File: src/rtl/sym_restore_if.sv
// -----------------------------------------------------------------------------
// sym_restore_if
//   Handshake bundle around the symmetry-restore block. It carries four
//   valid/ready channels:
//     in   : signed sample from the upstream stream.
//     core : folded magnitude going to the evaluation core.
//     res  : signed result returning from the core.
//     out  : restored signed result going to the downstream consumer.
//   It also carries the sticky err flag. When SYM_RESTORE_SAT_EN is defined it
//   carries the sat pulse as well.
//
//   Modports:
//     master : environment side. It drives the in/res channels and the core/out
//              ready signals.
//     slave  : block side (sym_restore).
//
//   Parameter W is the sample width. It must equal M+N of the attached block.
// -----------------------------------------------------------------------------
interface sym_restore_if #(
  parameter int W = 12
);
  logic         in_valid;
  logic         in_ready;
  logic [W-1:0] in_data;

  logic         core_valid;
  logic         core_ready;
  logic [W-1:0] core_data;

  logic         res_valid;
  logic         res_ready;
  logic [W-1:0] res_data;

  logic         out_valid;
  logic         out_ready;
  logic [W-1:0] out_data;

  logic         err;
`ifdef SYM_RESTORE_SAT_EN
  logic         sat;

  modport master (
    output in_valid, in_data, core_ready, res_valid, res_data, out_ready,
    input  in_ready, core_valid, core_data, res_ready, out_valid, out_data,
           err, sat
  );

  modport slave (
    input  in_valid, in_data, core_ready, res_valid, res_data, out_ready,
    output in_ready, core_valid, core_data, res_ready, out_valid, out_data,
           err, sat
  );
`else
  modport master (
    output in_valid, in_data, core_ready, res_valid, res_data, out_ready,
    input  in_ready, core_valid, core_data, res_ready, out_valid, out_data,
           err
  );

  modport slave (
    input  in_valid, in_data, core_ready, res_valid, res_data, out_ready,
    output in_ready, core_valid, core_data, res_ready, out_valid, out_data,
           err
  );
`endif
endinterface

File: src/rtl/sym_restore.sv
// -----------------------------------------------------------------------------
// sym_restore
//   Return path of the symmetry fold. The block wraps a variable-latency,
//   in-order evaluation core.
//
//   Input side: each signed sample is folded to its magnitude, which is issued
//   to the core. The sample's sign is pushed into a small in-order FIFO.
//
//   Output side: when a core result returns, the oldest sign is popped and
//   symmetry is re-applied:
//     even function (FUNC_TYPE=0) : result passes through unchanged.
//     odd function  (FUNC_TYPE=1) : result is negated if the sample was
//                                   negative.
//
//   Ports:
//     clk : rising-edge clock.
//     rst : asynchronous, active-high reset.
//     bus : sym_restore_if.slave, which carries the following:
//       in_valid / in_ready / in_data       : upstream samples.
//       core_valid / core_ready / core_data : magnitude to the core.
//       res_valid / res_ready / res_data    : results from the core.
//       out_valid / out_ready / out_data    : restored results.
//       err                                 : sticky; set when a result
//                                             arrives with no sign in flight.
//       sat                                 : only with SYM_RESTORE_SAT_EN.
//
//   Optional build macro SYM_RESTORE_SAT_EN:
//     When defined, both negations saturate: |MIN| becomes MAX and -MIN becomes
//     MAX. In addition, sat pulses for one cycle alongside the core or out load
//     that saturated.
//     When undefined, both negations wrap, so MIN stays MIN.
// -----------------------------------------------------------------------------
module sym_restore #(
  parameter int M         = 4,
  parameter int N         = 8,
  parameter int FUNC_TYPE = 0,
  parameter int DEPTH     = 4
) (
  input  logic           clk,
  input  logic           rst,
  sym_restore_if.slave   bus
);

  localparam int W  = M + N;
  localparam int AW = $clog2(DEPTH);

  localparam logic [W-1:0]  ONE_W   = W'(1);
  localparam logic [W-1:0]  MIN_VAL = {1'b1, {(W-1){1'b0}}};
  localparam logic [W-1:0]  MAX_VAL = ~MIN_VAL;
  localparam logic [AW-1:0] ONE_P   = AW'(1);
  localparam logic [AW:0]   ONE_C   = (AW+1)'(1);
  localparam logic [AW:0]   FULL_C  = (AW+1)'(DEPTH);

  // Registered state
  logic           core_valid_q;
  logic [W-1:0]   core_data_q;
  logic           out_valid_q;
  logic [W-1:0]   out_data_q;
  logic           err_q;
  logic [AW:0]    count;
  logic [AW-1:0]  wr_ptr;
  logic [AW-1:0]  rd_ptr;
  logic           sign_mem [DEPTH];

  // Handshake decode
  logic in_ready;
  logic res_ready;
  logic in_xfer;
  logic core_xfer;
  logic res_xfer;
  logic out_xfer;
  logic fifo_empty;
  logic pop;

  // Datapath
  logic [W-1:0] in_neg;
  logic [W-1:0] res_neg;
  logic [W-1:0] core_mag;
  logic [W-1:0] restored;
  logic         pop_sign;
`ifdef SYM_RESTORE_SAT_EN
  logic         in_sat;
  logic         res_sat;
  logic         sat_q;
`endif

  assign fifo_empty = (count == '0);

  // Holding rst in the ready term keeps upstream stalled for the whole reset
  // pulse. Without it, the cleared registers alone would raise in_ready.
  assign in_ready  = !rst && (!core_valid_q || bus.core_ready) && (count != FULL_C);
  assign res_ready = !out_valid_q || bus.out_ready;

  assign in_xfer   = bus.in_valid  && in_ready;
  assign core_xfer = core_valid_q  && bus.core_ready;
  assign res_xfer  = bus.res_valid && res_ready;
  assign out_xfer  = out_valid_q   && bus.out_ready;
  assign pop       = res_xfer && !fifo_empty;

  assign in_neg  = ~bus.in_data  + ONE_W;
  assign res_neg = ~bus.res_data + ONE_W;

  // NOTE: every signal written here gets a default first, so no path through
  // the block can leave a value unassigned and infer a latch.
  always_comb begin
    core_mag = bus.in_data[W-1] ? in_neg : bus.in_data;
    pop_sign = fifo_empty ? 1'b0 : sign_mem[rd_ptr];
    restored = bus.res_data;
`ifdef SYM_RESTORE_SAT_EN
    in_sat  = 1'b0;
    res_sat = 1'b0;
    if (bus.in_data == MIN_VAL) begin
      core_mag = MAX_VAL;
      in_sat   = 1'b1;
    end
`endif
    if (FUNC_TYPE == 1 && pop_sign) begin
      restored = res_neg;
`ifdef SYM_RESTORE_SAT_EN
      if (bus.res_data == MIN_VAL) begin
        restored = MAX_VAL;
        res_sat  = 1'b1;
      end
`endif
    end
  end

  // NOTE: sequential state uses non-blocking assignments. Every register
  // samples pre-edge values, whatever order the statements are written in.
  always_ff @(posedge clk or posedge rst) begin
    if (rst) begin
      core_valid_q <= 1'b0;
      core_data_q  <= '0;
      out_valid_q  <= 1'b0;
      out_data_q   <= '0;
      err_q        <= 1'b0;
      count        <= '0;
      wr_ptr       <= '0;
      rd_ptr       <= '0;
`ifdef SYM_RESTORE_SAT_EN
      sat_q        <= 1'b0;
`endif
    end else begin
      // Issue stage
      if (in_xfer) begin
        core_data_q  <= core_mag;
        core_valid_q <= 1'b1;
      end else if (core_xfer) begin
        core_valid_q <= 1'b0;
      end

      // Result stage
      if (res_xfer) begin
        out_data_q  <= restored;
        out_valid_q <= 1'b1;
      end else if (out_xfer) begin
        out_valid_q <= 1'b0;
      end

      // A result with no sign in flight means the core and this block have
      // lost step. Flag it and keep the count pinned at zero.
      if (res_xfer && fifo_empty) begin
        err_q <= 1'b1;
      end

      // Pointers wrap naturally because DEPTH is a power of two.
      if (in_xfer) wr_ptr <= wr_ptr + ONE_P;
      if (pop)     rd_ptr <= rd_ptr + ONE_P;

      case ({in_xfer, pop})
        2'b10:   count <= count + ONE_C;
        2'b01:   count <= count - ONE_C;
        default: count <= count;
      endcase

`ifdef SYM_RESTORE_SAT_EN
      sat_q <= (in_xfer && in_sat) || (res_xfer && res_sat);
`endif
    end
  end

  // NOTE: the sign storage has no reset. Reads are gated by count, which is
  // reset, so stale entries are never observed.
  always_ff @(posedge clk) begin
    if (in_xfer) begin
      sign_mem[wr_ptr] <= bus.in_data[W-1];
    end
  end

  assign bus.in_ready   = in_ready;
  assign bus.core_valid = core_valid_q;
  assign bus.core_data  = core_data_q;
  assign bus.res_ready  = res_ready;
  assign bus.out_valid  = out_valid_q;
  assign bus.out_data   = out_data_q;
  assign bus.err        = err_q;
`ifdef SYM_RESTORE_SAT_EN
  assign bus.sat        = sat_q;
`endif

endmodule

File: src/flat_wrapper.sv
// flat-port wrapper written by rule: the top's interface ports become plain ports
module sym_restore_flat 
#(
  parameter int M         = 4,
  parameter int N         = 8,
  parameter int FUNC_TYPE = 0,
  parameter int DEPTH     = 4
)
  (clk, rst, bus_in_valid, bus_in_data, bus_core_ready, bus_res_valid, bus_res_data, bus_out_ready, bus_in_ready, bus_core_valid, bus_core_data, bus_res_ready, bus_out_valid, bus_out_data, bus_err);
  sym_restore_if #(.W((12))) bus_i ();
  input  logic clk;
  input  logic rst;
  input wire logic [$bits(bus_i.in_valid)-1:0] bus_in_valid;
  input wire logic [$bits(bus_i.in_data)-1:0] bus_in_data;
  input wire logic [$bits(bus_i.core_ready)-1:0] bus_core_ready;
  input wire logic [$bits(bus_i.res_valid)-1:0] bus_res_valid;
  input wire logic [$bits(bus_i.res_data)-1:0] bus_res_data;
  input wire logic [$bits(bus_i.out_ready)-1:0] bus_out_ready;
  output wire logic [$bits(bus_i.in_ready)-1:0] bus_in_ready;
  output wire logic [$bits(bus_i.core_valid)-1:0] bus_core_valid;
  output wire logic [$bits(bus_i.core_data)-1:0] bus_core_data;
  output wire logic [$bits(bus_i.res_ready)-1:0] bus_res_ready;
  output wire logic [$bits(bus_i.out_valid)-1:0] bus_out_valid;
  output wire logic [$bits(bus_i.out_data)-1:0] bus_out_data;
  output wire logic [$bits(bus_i.err)-1:0] bus_err;
  assign bus_i.in_valid = bus_in_valid;
  assign bus_i.in_data = bus_in_data;
  assign bus_i.core_ready = bus_core_ready;
  assign bus_i.res_valid = bus_res_valid;
  assign bus_i.res_data = bus_res_data;
  assign bus_i.out_ready = bus_out_ready;
  assign bus_in_ready = bus_i.in_ready;
  assign bus_core_valid = bus_i.core_valid;
  assign bus_core_data = bus_i.core_data;
  assign bus_res_ready = bus_i.res_ready;
  assign bus_out_valid = bus_i.out_valid;
  assign bus_out_data = bus_i.out_data;
  assign bus_err = bus_i.err;
  sym_restore #(.M(M), .N(N), .FUNC_TYPE(FUNC_TYPE), .DEPTH(DEPTH)) u_core (.clk(clk), .rst(rst), .bus(bus_i));
endmodule
File: config.mk
export PLATFORM = sky130hd
export DESIGN_NAME = sym_restore_flat
export DESIGN_NICKNAME = d
export VERILOG_FILES = /design/src/rtl/sym_restore_if.sv /design/src/rtl/sym_restore.sv /design/src/flat_wrapper.sv
export SDC_FILE = /design/constraint.sdc
export NUM_CORES = 1
export LEC_CHECK = 0
export CORE_MARGIN = 1.5
export CORE_UTILIZATION = 35
export CTS_CLUSTER_SIZE = 30
export DETAILED_ROUTE_END_ITERATION = 8
export PLACE_DENSITY_LB_ADDON = 0.12
export SYNTH_ARGS = -nofsm -noshare
export SYNTH_HDL_FRONTEND = slang
export SYNTH_SLANG_ARGS = --single-unit
export TNS_END_PERCENT = 50
File: constraint.sdc
create_clock -name clk -period 2.8 [get_ports clk]
set_clock_uncertainty 0.15 [all_clocks]
set_input_delay 0.56 -clock clk [delete_from_list [all_inputs] [get_ports clk]]
set_output_delay 0.56 -clock clk [all_outputs]
set_load 0.01 [all_outputs]
==> results of run 1 <==
[metal layers]
metal,wire length [um],GRT usage,up-vias,part of all wire
li1,-,-,541,-
met1,1310,0.172,546,0.42
met2,1500,0.256,44,0.48
met3,248,0.0642,6,0.080
met4,50,0.0536,0,0.016
met5,0,0,-,0
[synthesized netlist by cell type (all sizes together)]
cell     n
nand2b   2
o41ai    1
fa       1
xor2    10
nand4b   1
nor3b    1
a21oi   10
xnor2    2
clkbuf   2
or2      2
a31o     1
nor2    12
nand2    2
dfrtp   30
nor2b    2
or3b     1
o21ai    3
inv      8
or4      2
nor4b    1
mux2i    2
buf      3
or3      1
o31ai    4
ha       2
nor3     3
mux2    13
[power breakdown]
part	leakage [nW]	switching (mW)	total (mW)	internal, mW
Clock	0.0579	0.166	0.428	0.261
Sequential	0.344	0.0760	0.636	0.560
Combinational	0.508	0.252	0.602	0.350
[cell type report]
type                       instances  share of cell area
inverter                           8              0.0137
tap                               50              0.0286
clock inverter                     3              0.0183
multi-input combinational         79               0.290
timing repair buffer              61               0.275
clock buffer                       5              0.0314
sequential                        30               0.343
[per-stage QoR]
step / hold slack, ns / setup slack (ns) / cell area, sq um / utilization
2_1_floorplan: 0.306 / 0.424 / 1440 / -
3_3_place_gp: 0.300 / 0.227 / 2080 / 0.524
3_5_place_dp: 0.325 / 0.0622 / 2080 / 0.524
4_1_cts: 0.340 / 0.261 / 2190 / 0.551
6_report: 0.331 / 0.276 / 2190 / 0.551
5_1_grt: 0.352 / 0.180 / 2190 / 0.551
[state kept, by name, indices dropped and copies added, names as in the netlist]
name,cells
u_core.bus.out_data,12
u_core.bus.err,1
u_core.count,3
u_core.bus.core_data,12
u_core.bus.core_valid,1
u_core.bus.out_valid,1
[worst reg2reg max path, stage by stage, from the launching register on]
cell and delay [ns]:
dfrtp_1 0.43, nor3b_1 0.44, nor4b_4 0.09, inv_1 0.08, ha_1 0.18, inv_1 0.07
fa_1 0.38, xor2_1 0.15, nor2_1 0.12, xor2_1 0.18
[worst max-delay path by stage]
| stage | start | endpoint | slack [ns] | cells after the start |
|---|---|---|---|---|
| after floorplan | bus_out_ready | u_core.count[2] | 0.42 | 10 |
| after global placement | bus_out_ready | u_core.count[2] | 0.23 | 10 |
| after detailed placement | bus_core_ready | u_core.count[2] | 0.06 | 10 |
| after CTS | bus_core_ready | bus_in_ready | 0.26 | 4 |
| after global routing | bus_core_ready | bus_in_ready | 0.18 | 4 |
| final | bus_core_ready | bus_in_ready | 0.28 | 4 |
[cell families (layout without fill, tap and decap cells)]
logic type	count (synthesis)	after routing	share of synthesized area
XOR/XNOR	12	12	0.0731
flip-flops	30	30	0.522
AND/OR/NAND/NOR	30	30	0.124
adder cells (fa/ha/maj)	3	3	0.0313
buffers and inverters	13	77	0.0366
AO/OA/AOI/OAI	19	19	0.0966
multiplexers	15	15	0.116
==> results.toml, run 1 <==
[die]
io_pins = 59
fp.dieW_um = 67.1
rows = 23
die_h_um = 67.1
core_sq_um = 3970
initial_core_util = 0.362
dieArea_sq_um = 4500

[timing]
slew_headroom = 0.688
max_freq_ghz = 0.396
fin_crit_ns = 2.52
rsz0062_at_grt = "false"
timing.final.crit_share = 0.902
hold_viol = 0
slew_viol_final = 0
tightest_slew_ns = 0.466
finalSetupTns_ns = 0
setup_viol = 0

[finish]
layout-drive-gt1-share = 0.172
nets = 218
final_cell_mix = "clkdlybuf4s50_1, dfrtp_1, mux2_2"
area_growth_pct = 52.3
final_common_cell = "clkdlybuf4s50_1"
multi_input_area_sq_um = 634
seqCellArea_sq_um = 751
instances_no_fill = 236
diodes = 0
nFillCells = 337

[critical_path]
cp_top_family = "buffers and inverters"
crit_arrival_ns = 1.81
cpMaxStageDelayCell = "clkdlybuf4s50_1"
crit-reg2reg-launch = "u_core.count[0]"
worst_r2r_endpoint = "u_core.count[2]"
startpoint_type = "input port"
crit_type = "in2out"
end_kind = "primary output"
critical_path.cell_chain = "clkdlybuf4s50_1 > nor2b_1 > nor3_1 > clkdlybuf4s50_1"
worstPathMaxFanout = 3
critPathMostFrequentCell = "clkdlybuf4s50_1"
r2r_cells = 9
r2r_slack_ns = 0.45
worstPathRequired_ns = 2.09
crit_buf_inv = 2
slowest_delay_ns = 0.50

[placed_design]
portBuffers = 58
gp_congestion = 0.719
dp_cells = 228
hpwl_mm = 2.27

[pwr]
power_mw = 1.67
cellLeakagePower_nw = 0.910
cellPowerDensity_nw_per_um2 = 761
ir_drop_v = 0.000369

[clock_tree]
ctsResizeCount = 0
numCtsBuffers = 5
clock-sinks = 30
cts.clk_slew.worst_paths_ns = 0.06
root_buffer = "clkbuf_8"
clock_latency_ns = 0.28
cts_buffer_depth = 2
htree_levels = 2
postCtsHoldBufs = 0
cts_tree = "done"
post-cts-setup-buffer-count = 0

[logic_synthesis]
synth_area_leader_cell = "dfrtp_1"
synthTopCellsByArea = "dfrtp_1, mux2_2, xor2_1"
ys_types = 30
synth_area_sq_um = 1440
yosys_register_bits = 30
yosysTopAreaCellShare = 0.522
synthCells = 122
yosys_warnings = 0
syn_avg_cell_area_sq_um = 11.8
syn_nets = 155
ys_seq_area_frac = 0.522

[worst_hold_path]
min_path_cells = 1
hp-class = "reg2reg"
hold_path_end = "u_core.bus.err"
holdCritStartpoint = "u_core.bus.err"

[route]
first_iter_violations = 37
wl_per_cell_um = 13.2
remaining_drc_errors = 0
viasPerCell = 4.82
wl_mm = 3.11
ant_nets = 0
num_vias = 1137
first_pass_iters = 3

[global_route]
grt_overflow = 0
grt_max_degree = 31
antenna_found_initial = 0
grtUsageTotal = 0.153
first_global_vias = 1127
grt_first_pass_wirelength_mm = 5.02

[run_status]
status = "complete, no violations"

[job]
maxCapViolCount = 0
(Power assumes the default switching activity.)
==> inputs of run 2 (changes only) <==
CTS_CLUSTER_SIZE = 16   (was 30)
==> results of run 2 <==
No change in the layout: final DEF, timing and power equal those of run 1.
==> inputs of run 3 (changes only) <==
ABC_CLOCK_PERIOD_IN_PS = 2800   (was default)
CORE_ASPECT_RATIO = 0.8   (was default)
==> run 3 against run 2 <==
Compared with the run above:
- via count shrank 3.9%
- cell area shrank 1.2%
- critical path type unchanged
- critical endpoint unchanged
- global-route usage shrank 0.64 points
- worst setup slack gained 0.010 ns
- final cell count grew 1.7%
- register-to-register slack gained 0.06 ns
- combinational power shrank 1%
- sequential share of layout area grew 0.42 points
==> results.toml, run 3 (synthesis results as in run 1) <==
[run_status]
status = "complete, no violations"

[critical_path]
worstSetupStartpoint = "rst"
worstPathRequired_ns = 2.09
crit_arrival_ns = 1.80
startpoint_type = "input port"
crit-reg2reg-launch = "u_core.count[0]"
r2r_slack_ns = 0.51
r2r_cells = 9
crit_type = "in2out"
crit_end = "bus_in_ready"
worst_r2r_endpoint = "u_core.count[2]"
worstPathMaxFanout = 3
end_kind = "primary output"

[placed_design]
gp_congestion = 0.810
dp_slack_ns = 0.139
portBuffers = 58
hpwl_mm = 2.35

[clock_tree]
numCtsBuffers = 5
postCtsHoldBufs = 0
clock-sinks = 30
post-cts-setup-buffer-count = 0
root_buffer = "clkbuf_8"
clock_latency_ns = 0.26
cts.clk_slew.worst_paths_ns = 0.05
cts_buffer_depth = 2
htree_levels = 2
cts_tree = "done"
ctsResizeCount = 0

[timing]
max_freq_ghz = 0.398
timing.final.crit_share = 0.898
setup_ws_ns = 0.286
fin_crit_ns = 2.51
setup_viol = 0
slew_viol_final = 0
whs_ns = 0.352
finalSetupTns_ns = 0
rsz0062_at_grt = "false"
slew_headroom = 0.559
hold_viol = 0
tightest_slew_ns = 0.661

[route]
remaining_drc_errors = 0
wl_per_cell_um = 12.3
num_vias = 1093
viasPerCell = 4.55
wl_mm = 2.96
first_iter_violations = 72
first_pass_iters = 4
ant_nets = 0

[finish]
final_common_cell = "clkdlybuf4s50_1"
multi_input_area_sq_um = 634
nFillCells = 342
seqCellArea_sq_um = 751
final_cell_mix = "clkdlybuf4s50_1, dfrtp_1, mux2_2"
diodes = 0
nets = 218
layout-drive-gt1-share = 0.157
area_growth_pct = 50.5

[pwr]
switchingPower_uw = 460
power.share.clock = 0.198
p_int_mw = 1.08
cellLeakagePower_nw = 0.891
comb_power_share = 0.385
cellPowerDensity_nw_per_um2 = 712
p_sw_frac = 0.299
power_mw = 1.54
pwr-share-seq = 0.416
ir_drop_v = 0.000364

[die]
core_sq_um = 3880
dieArea_sq_um = 4500
io_pins = 59
initial_core_util = 0.371
rows = 20
die_h_um = 60.3
fp.dieW_um = 74.7

[global_route]
antenna_found_initial = 0
grt_max_degree = 25
first_global_vias = 1130
grt_overflow = 0
grt_first_pass_wirelength_mm = 4.91
grtUsageTotal = 0.146

[worst_hold_path]
hp-class = "reg2reg"

[job]
maxCapViolCount = 0
## run 3: cell count changes in the layout (fill, tap and decap cells not counted), sizes merged
| cell | previous run | this run |
|---|---|---|
| clkbuf | 5 | 7 |
| clkinv | 2 | 0 |
| bufinv | 1 | 0 |
## run 3: worst min path at each step
| stage | from | endpoint | slack (ns) | cells past startpoint |
|---|---|---|---|---|
| 6_report | u_core.bus.out_data[2] | u_core.bus.out_data[2] | 0.35 | 1 |
| 5_1_grt | u_core.bus.err | u_core.bus.err | 0.36 | 1 |
| 4_1_cts | u_core.bus.err | u_core.bus.err | 0.35 | 1 |
| 3_5_place_dp | u_core.bus.err | u_core.bus.err | 0.34 | 1 |
| 3_3_place_gp | u_core.bus.err | u_core.bus.err | 0.31 | 1 |
| 2_1_floorplan | u_core.count[2] | u_core.count[2] | 0.31 | 1 |
## run 3: worst max-delay path, stage by stage
cell and delay (ns):
clkdlybuf4s50_1 0.48, nor3_1 0.21, clkdlybuf4s50_1 0.55
## run 3: layout make-up
type                    count  area share
clock buffers               7      0.0353
inverters                   8      0.0139
multi-input cells          79       0.293
flip-flops and latches     30       0.347
well taps                  55      0.0318
repair buffers             61       0.279
## run 3: routing by layer
layer / up-vias / global-route usage / part of all wire
li1: 540 / - / -
met1: 525 / 0.184 / 0.46
met2: 26 / 0.236 / 0.48
met3: 2 / 0.0590 / 0.054
met4: 0 / 0.0390 / 0.0054
met5: - / 0 / 0
## run 3: power groups by stage
stage	logic, mW	clock network (mW)	registers (mW)
global route	0.655	0.344	0.655
finish	0.594	0.305	0.642
CTS	0.603	0.319	0.642
detailed placement	0.599	0	0.647
global placement	0.589	0	0.641
floorplan	0.239	0	0.685
## run 3: metrics by stage
stage                     cells  cell area, sq um  utilization
final                       240              2160        0.558
after detailed placement    233              2090        0.538
after floorplan             122              1440            -
after global routing        240              2160        0.558
after global placement      233              2090        0.538
after CTS                   240              2160        0.558
==> RTL change 1, RTL diff (config.mk and constraints of run 1) <==
Make the reset (`rst`) synchronous in one clocked block. Comments in the files are not updated.
--- a/src/rtl/sym_restore.sv
+++ b/src/rtl/sym_restore.sv
@@ -128,5 +128,5 @@
   // NOTE: sequential state uses non-blocking assignments. Every register
   // samples pre-edge values, whatever order the statements are written in.
-  always_ff @(posedge clk or posedge rst) begin
+  always_ff @(posedge clk) begin
     if (rst) begin
       core_valid_q <= 1'b0;
Formal check against the unedited RTL: differs if rst is asserted again (counterexample within 4 cycles, from zero or initial values and one cycle with rst high); with rst held inactive, the same outputs for 10 cycles.
==> RTL change 1 against run 1 <==
  * Via count grew 15%
  * Non-clock buffer count is 3 higher
  * Sequential cell count unchanged
  * Maximum frequency fell by 4.4%
  * Total power shrank 29%
  * Sequential share of layout area shrank 6.1 points
  * Final area is 2.7% lower
  * Hold slack lost 0.027 ns
  * Sequential power decreased by 20%
  * Worst setup slack worse by 0.12 ns
  * Wire length up 7.3%
  * Area after synthesis is 3.4% lower
  * Critical path type unchanged
  * Largest cell class is now multi-input combinational cells
==> RTL change 1: results (changes against run 1) <==
Parameter                              Value

Outcome
  Status ... finished, final reports clean

Place
  Number of buffers added on ports ... 58 (unchanged)
  # placed instances ... 264 (+16%)
  Final GP Congestion ... 0.7181 (about the same)
  Total half-perimeter wirelength after legalization and detailed placement ... 2.688 mm (+18%)

Global route
  Pin count of the biggest net entering global routing ... 23 (-26%)
  Vias in the first global route ... 1352 (+20%)
  Global routing usage summed across all routing layers ... 16.90% (+1.6 points)
  Met1 Resource Use GR ... 15.05% (-2.2 points)
  GR met2 Demand/Resource ... 33.08% (+7.5 points)
  Met3 global-route usage ... 6.644% (+0.23 points)

Min path
  Worst min-delay path endpoint ... u_core.bus.out_data[11]
  Source of the worst hold timing path ... u_core.bus.out_data[11]
  Number of cells on the worst hold path ... 2 (+1)

Logic synthesis
  Multiplexer area fraction after synthesis ... 1.441% (-10 points)
  Sequential share of the synthesized area ... 43.24% (-9.0 points)
  Synthesized net count ... 193 (+25%)
  Average cell area after synthesis ... 8.680 um^2 (-26%)
  Compound-gate portion of the synthesized area ... 19.82% (+10 points)
  Post-synth cell types ... 32 (+6.7%)
  Primary flip-flop cell chosen by synthesis mapping ... dfxtp_1
  Top post-synthesis cells by count ... 30 x dfxtp_1, 27 x nand2_1, 17 x nor2_1, 16 x a21oi_1, 10 x xor2_1
  Synthesized-area fraction occupied by xor and xnor cells ... 6.937% (-0.37 points)
  Cells taking the most area after synthesis ... dfxtp_1 43%, nand2_1 7.3%, xor2_1 6.3%

Routing
  First drt pass iteration count ... 2 (-1)
  Detailed-route wire length on metal 1 ... 1.227 mm (-6.4%)
  Routed wire length on met3 ... 204 um (-18%)
  Via Count ... 1311 (+15%)
  Length of routed met2 wiring ... 1.824 mm (+22%)
  Final wirelength ... 3.336 mm (+7.3%)

Power
  Leakage power ... 0.7911 nW (-13%)
  Internal power summed over all cells ... 0.8430 mW (-28%)
  Power after layout ... 1.181 mW (-29%)
  Maximum vdd ir drop ... 218.3 uV (-41%)
  Seq pwr ... 0.506 mW (-20%)

Worst setup path
  Minimum setup slack among reg-to-reg paths ... 0.49 ns (+0.04 ns)
  Reg-to-Reg End ... u_core.count[2]
  Startpoint of the worst-slack reg-to-reg timing path ... u_core.bus.core_valid
  Worst path arrival time ... 1.93 ns (+0.12 ns)

Finish
  Layout cell share with drive strength beyond 1 ... 9.375% (-7.8 points)
  Number of standard cells in the layout, taps in and fillers out ... 272 (+15%)
  Number of fill cells in the layout ... 357 (+5.9%)
RTL change 1: cell count changes after synthesis, sizes merged, moves of 5 or more:
cell    change
a21oi       +7
a211oi      +9
nor2        +5
mux2       -13
dfxtp      +30
dfrtp      -30
nand2      +25
RTL change 1: final cells by class:
type                       count  share of cell area [%]
sequential                    30                   28.20
tap                           48                   2.820
multi-input combinational    114                   33.90
clock inverter                 1                  0.2350
timing repair buffer          64                   29.38
clock buffer                   7                   4.054
inverter                       8                   1.410
RTL change 1: through the flow:
stage	area [um^2]	setup WS, ns	hold WS (ns)	TNS, ns
final	2130	0.1606	0.3040	0
after CTS	2130	0.1490	0.3064	0
after global routing	2130	0.007581	0.3364	0
after floorplan	1389	0.2578	0.3305	0
after detailed placement	2038	-0.1337	0.2983	-0.1337
after global placement	2038	0.01934	0.2916	0
RTL change 1: critical path: stages:
cell and delay, ns:
clkdlybuf4s50_1 0.46, nor2b_1 0.08, a211oi_1 0.25, clkdlybuf4s50_1 0.58
==> RTL change 2, RTL diff (flow settings as in run 1) <==
Without the edit above. `DEPTH` is set to 4 in 2 places; all go to 8.
--- a/src/rtl/sym_restore.sv
+++ b/src/rtl/sym_restore.sv
@@ -35,5 +35,5 @@
   parameter int N         = 8,
   parameter int FUNC_TYPE = 0,
-  parameter int DEPTH     = 4
+  parameter int DEPTH     = 8
 ) (
   input  logic           clk,
--- a/src/flat_wrapper.sv
+++ b/src/flat_wrapper.sv
@@ -5,5 +5,5 @@
   parameter int N         = 8,
   parameter int FUNC_TYPE = 0,
-  parameter int DEPTH     = 4
+  parameter int DEPTH     = 8
 )
   (clk, rst, bus_in_valid, bus_in_data, bus_core_ready, bus_res_valid, bus_res_data, bus_out_ready, bus_in_ready, bus_core_valid, bus_core_data, bus_res_ready, bus_out_valid, bus_out_data, bus_err);
Function: changed (a bounded check fails within 10 cycles, from zero or initial values and one cycle with rst high).
==> RTL change 2 against run 1 <==
  * Total power shrank 6.3%
  * Critical path type unchanged
  * Final area rose by 4.9%
  * Sequential cell count up 1
  * Maximum frequency is 4.6% lower
  * Wire length is 3.4% higher
  * Final cell count increased by 4.2%
  * Area after synthesis increased by 6.9%
  * Worst setup slack got worse by 0.12 ns
==> RTL change 2: results (changes against run 1) <==
Parameter                              Value

Outcome
  Status ... finished, final reports clean

Clock network
  Clock root buffer master ... clkbuf_8
  Clock latency of the later-clocked register in the worst-skew pair ... about 0.27 ns
  Number of H-tree levels ... 2 (unchanged)
  Hold-fix buffers at CTS ... 0 (unchanged)
  Clock Pin Slew Worst Setup and Hold Paths ... 0.06 ns (about the same)
  Count of cells resized by post-cts repair ... 0 (unchanged)
  Maximum clock path buffer count ... 2 (unchanged)
  Number of CTS-inserted buffers ... 5 (unchanged)
  Number of setup buffers added after CTS ... 0 (unchanged)

Routing
  First DRT Iteration DRCs ... 18 (-51%)
  First drt pass iteration count ... 5 (+2)
  Vias per inst ... 4.931 (+2.3%)
  Post-detailed-route wirelength per cell ... 13.07 um (-0.80%)

Global route
  Global routing usage summed across all routing layers ... 14.84% (-0.41 points)
  Global-route wire length before repair ... 5.692 mm (+13%)
  Vias in the first global route ... 1252 (+11%)
  Number of antenna violations at the first check in global routing ... 0 (unchanged)
  Pin count of the biggest net entering global routing ... 25 (-19%)

Power
  Leakage power ... 0.9441 nW (+3.7%)
  Maximum vdd ir drop ... 373.7 uV (+1.3%)

Finish
  Post-route cell area ... 2296 um^2 (+4.9%)
  Layout cell share with drive strength beyond 1 ... 18.37% (+1.2 points)
  Total Nets Final ... 231 (+6.0%)
  N_diodes ... 0 (unchanged)

Logic synthesis
  Primary flip-flop cell chosen by synthesis mapping ... dfrtp_1
  Top post-synthesis cells by count ... 31 x dfrtp_1, 14 x mux2_2, 12 x nor2_1, 12 x xor2_1, 11 x a21oi_1
  Count of synthesis-stage warnings from yosys ... 0 (unchanged)
  Sequential share of the synthesized area ... 50.49% (-1.7 points)
  Synthesized net count ... 164 (+5.8%)
  Cells taking the most area after synthesis ... dfrtp_1 50%, mux2_2 10%, xor2_1 6.8%
  Post-synth cell types ... 33 (+10%)
  Proportion of synthesized flip-flops having asynchronous set or reset ... 100.0% (unchanged)

Place
  Placed Area ... 2223 um^2 (+6.9%)
  Final GP Congestion ... 0.8398 (+17%)
  Number of buffers added on ports ... 58 (unchanged)
  Worst setup slack after placement ... -0.03261 ns (-0.09479 ns)
  Total half-perimeter wirelength after legalization and detailed placement ... 2.415 mm (+6.3%)

Worst setup path
  Worst Path Max Fanout ... 2 (-1)
  Worst path arrival time ... 1.94 ns (+0.13 ns)

Min path
  Class of the tightest hold or removal check ... flop to flop

Timing
  Worst-case headroom to the max-slew limit ... 59.60% (-9.2 points)
-- RTL change 2: cell types whose count changed in the layout (fill, tap and decap cells not counted), sizes merged, moves of 2 or more --
cell / before / now
inv: 8 / 5
xor2: 10 / 12
ha: 2 / 4
clkinv: 2 / 0
a211oi: 0 / 2
buf: 3 / 8
-- RTL change 2: metrics by stage --
step / power [mW] / std cells / utilization (%) / hold slack (ns) / TNS [ns]
2_1_floorplan: 0.9626 / 130 / - / 0.3051 / 0
3_3_place_gp: 1.249 / 240 / 54.03 / 0.3014 / 0
3_5_place_dp: 1.265 / 240 / 54.03 / 0.3224 / -0.03261
4_1_cts: 1.585 / 246 / 55.79 / 0.3357 / 0
5_1_grt: 1.677 / 246 / 55.79 / 0.3593 / 0
6_report: 1.561 / 246 / 55.79 / 0.3280 / 0
-- RTL change 2: power breakdown --
part | switching (mW) | total (mW) | internal, mW | leakage (nW)
clock | 0.143 | 0.308 | 0.165 | 0.0371
sequential | 0.0965 | 0.667 | 0.570 | 0.356
combinational | 0.233 | 0.586 | 0.353 | 0.551
-- RTL change 2: logic make-up after synthesis --
family	count (synthesis)	share of synthesized area (%)
DFF	31	50.49
xor gates and xnor gates	14	7.981
adders and majority gates	4	3.257
muxes	15	10.91
buffers and inverters	11	3.094
and+or+nand+nor	32	13.60
AOI/OAI and AO/OA	23	10.67
-- RTL change 2: critical path: stages --
cell and delay (ns):
clkdlybuf4s50_1 0.47, nor2b_1 0.08, buf_4 0.14, nor3_1 0.13, clkdlybuf4s50_1 0.56
-- RTL change 2: routing by layer --
layer	up-vias	wire, um	GRT usage [%]	part of all wire (%)
li1	587	-	-	-
met1	566	1435	17.78	45
met2	53	1466	23.50	46
met3	7	241	5.087	7.5
met4	0	72	7.843	2.2
met5	-	0	0	0
-- RTL change 2: final timing paths --
path / from / to / slack (ns) / cells past startpoint
setup reg to reg: u_core.count[1] / u_core.count[3] / 0.40 / 9
max in group asynchronous: rst / u_core.bus.core_data[2] / 1.25 / 4
hold / removal: u_core.bus.err / u_core.bus.err / 0.33 / 1
setup / recovery: bus_core_ready / bus_in_ready / 0.15 / 5
hold reg to reg: u_core.bus.err / u_core.bus.err / 0.33 / 1
min in group asynchronous: rst / u_core.bus.err / 0.74 / 3
-- RTL change 2: layout make-up --
cell class | instances | area, um^2
Clock buffer | 6 | 72.57
Tap cell | 50 | 62.56
Inverter | 5 | 18.77
Multi-Input combinational cell | 88 | 713.2
Sequential cell | 31 | 775.7
Timing Repair Buffer | 66 | 653.1
Fill cell | 356 | 1819
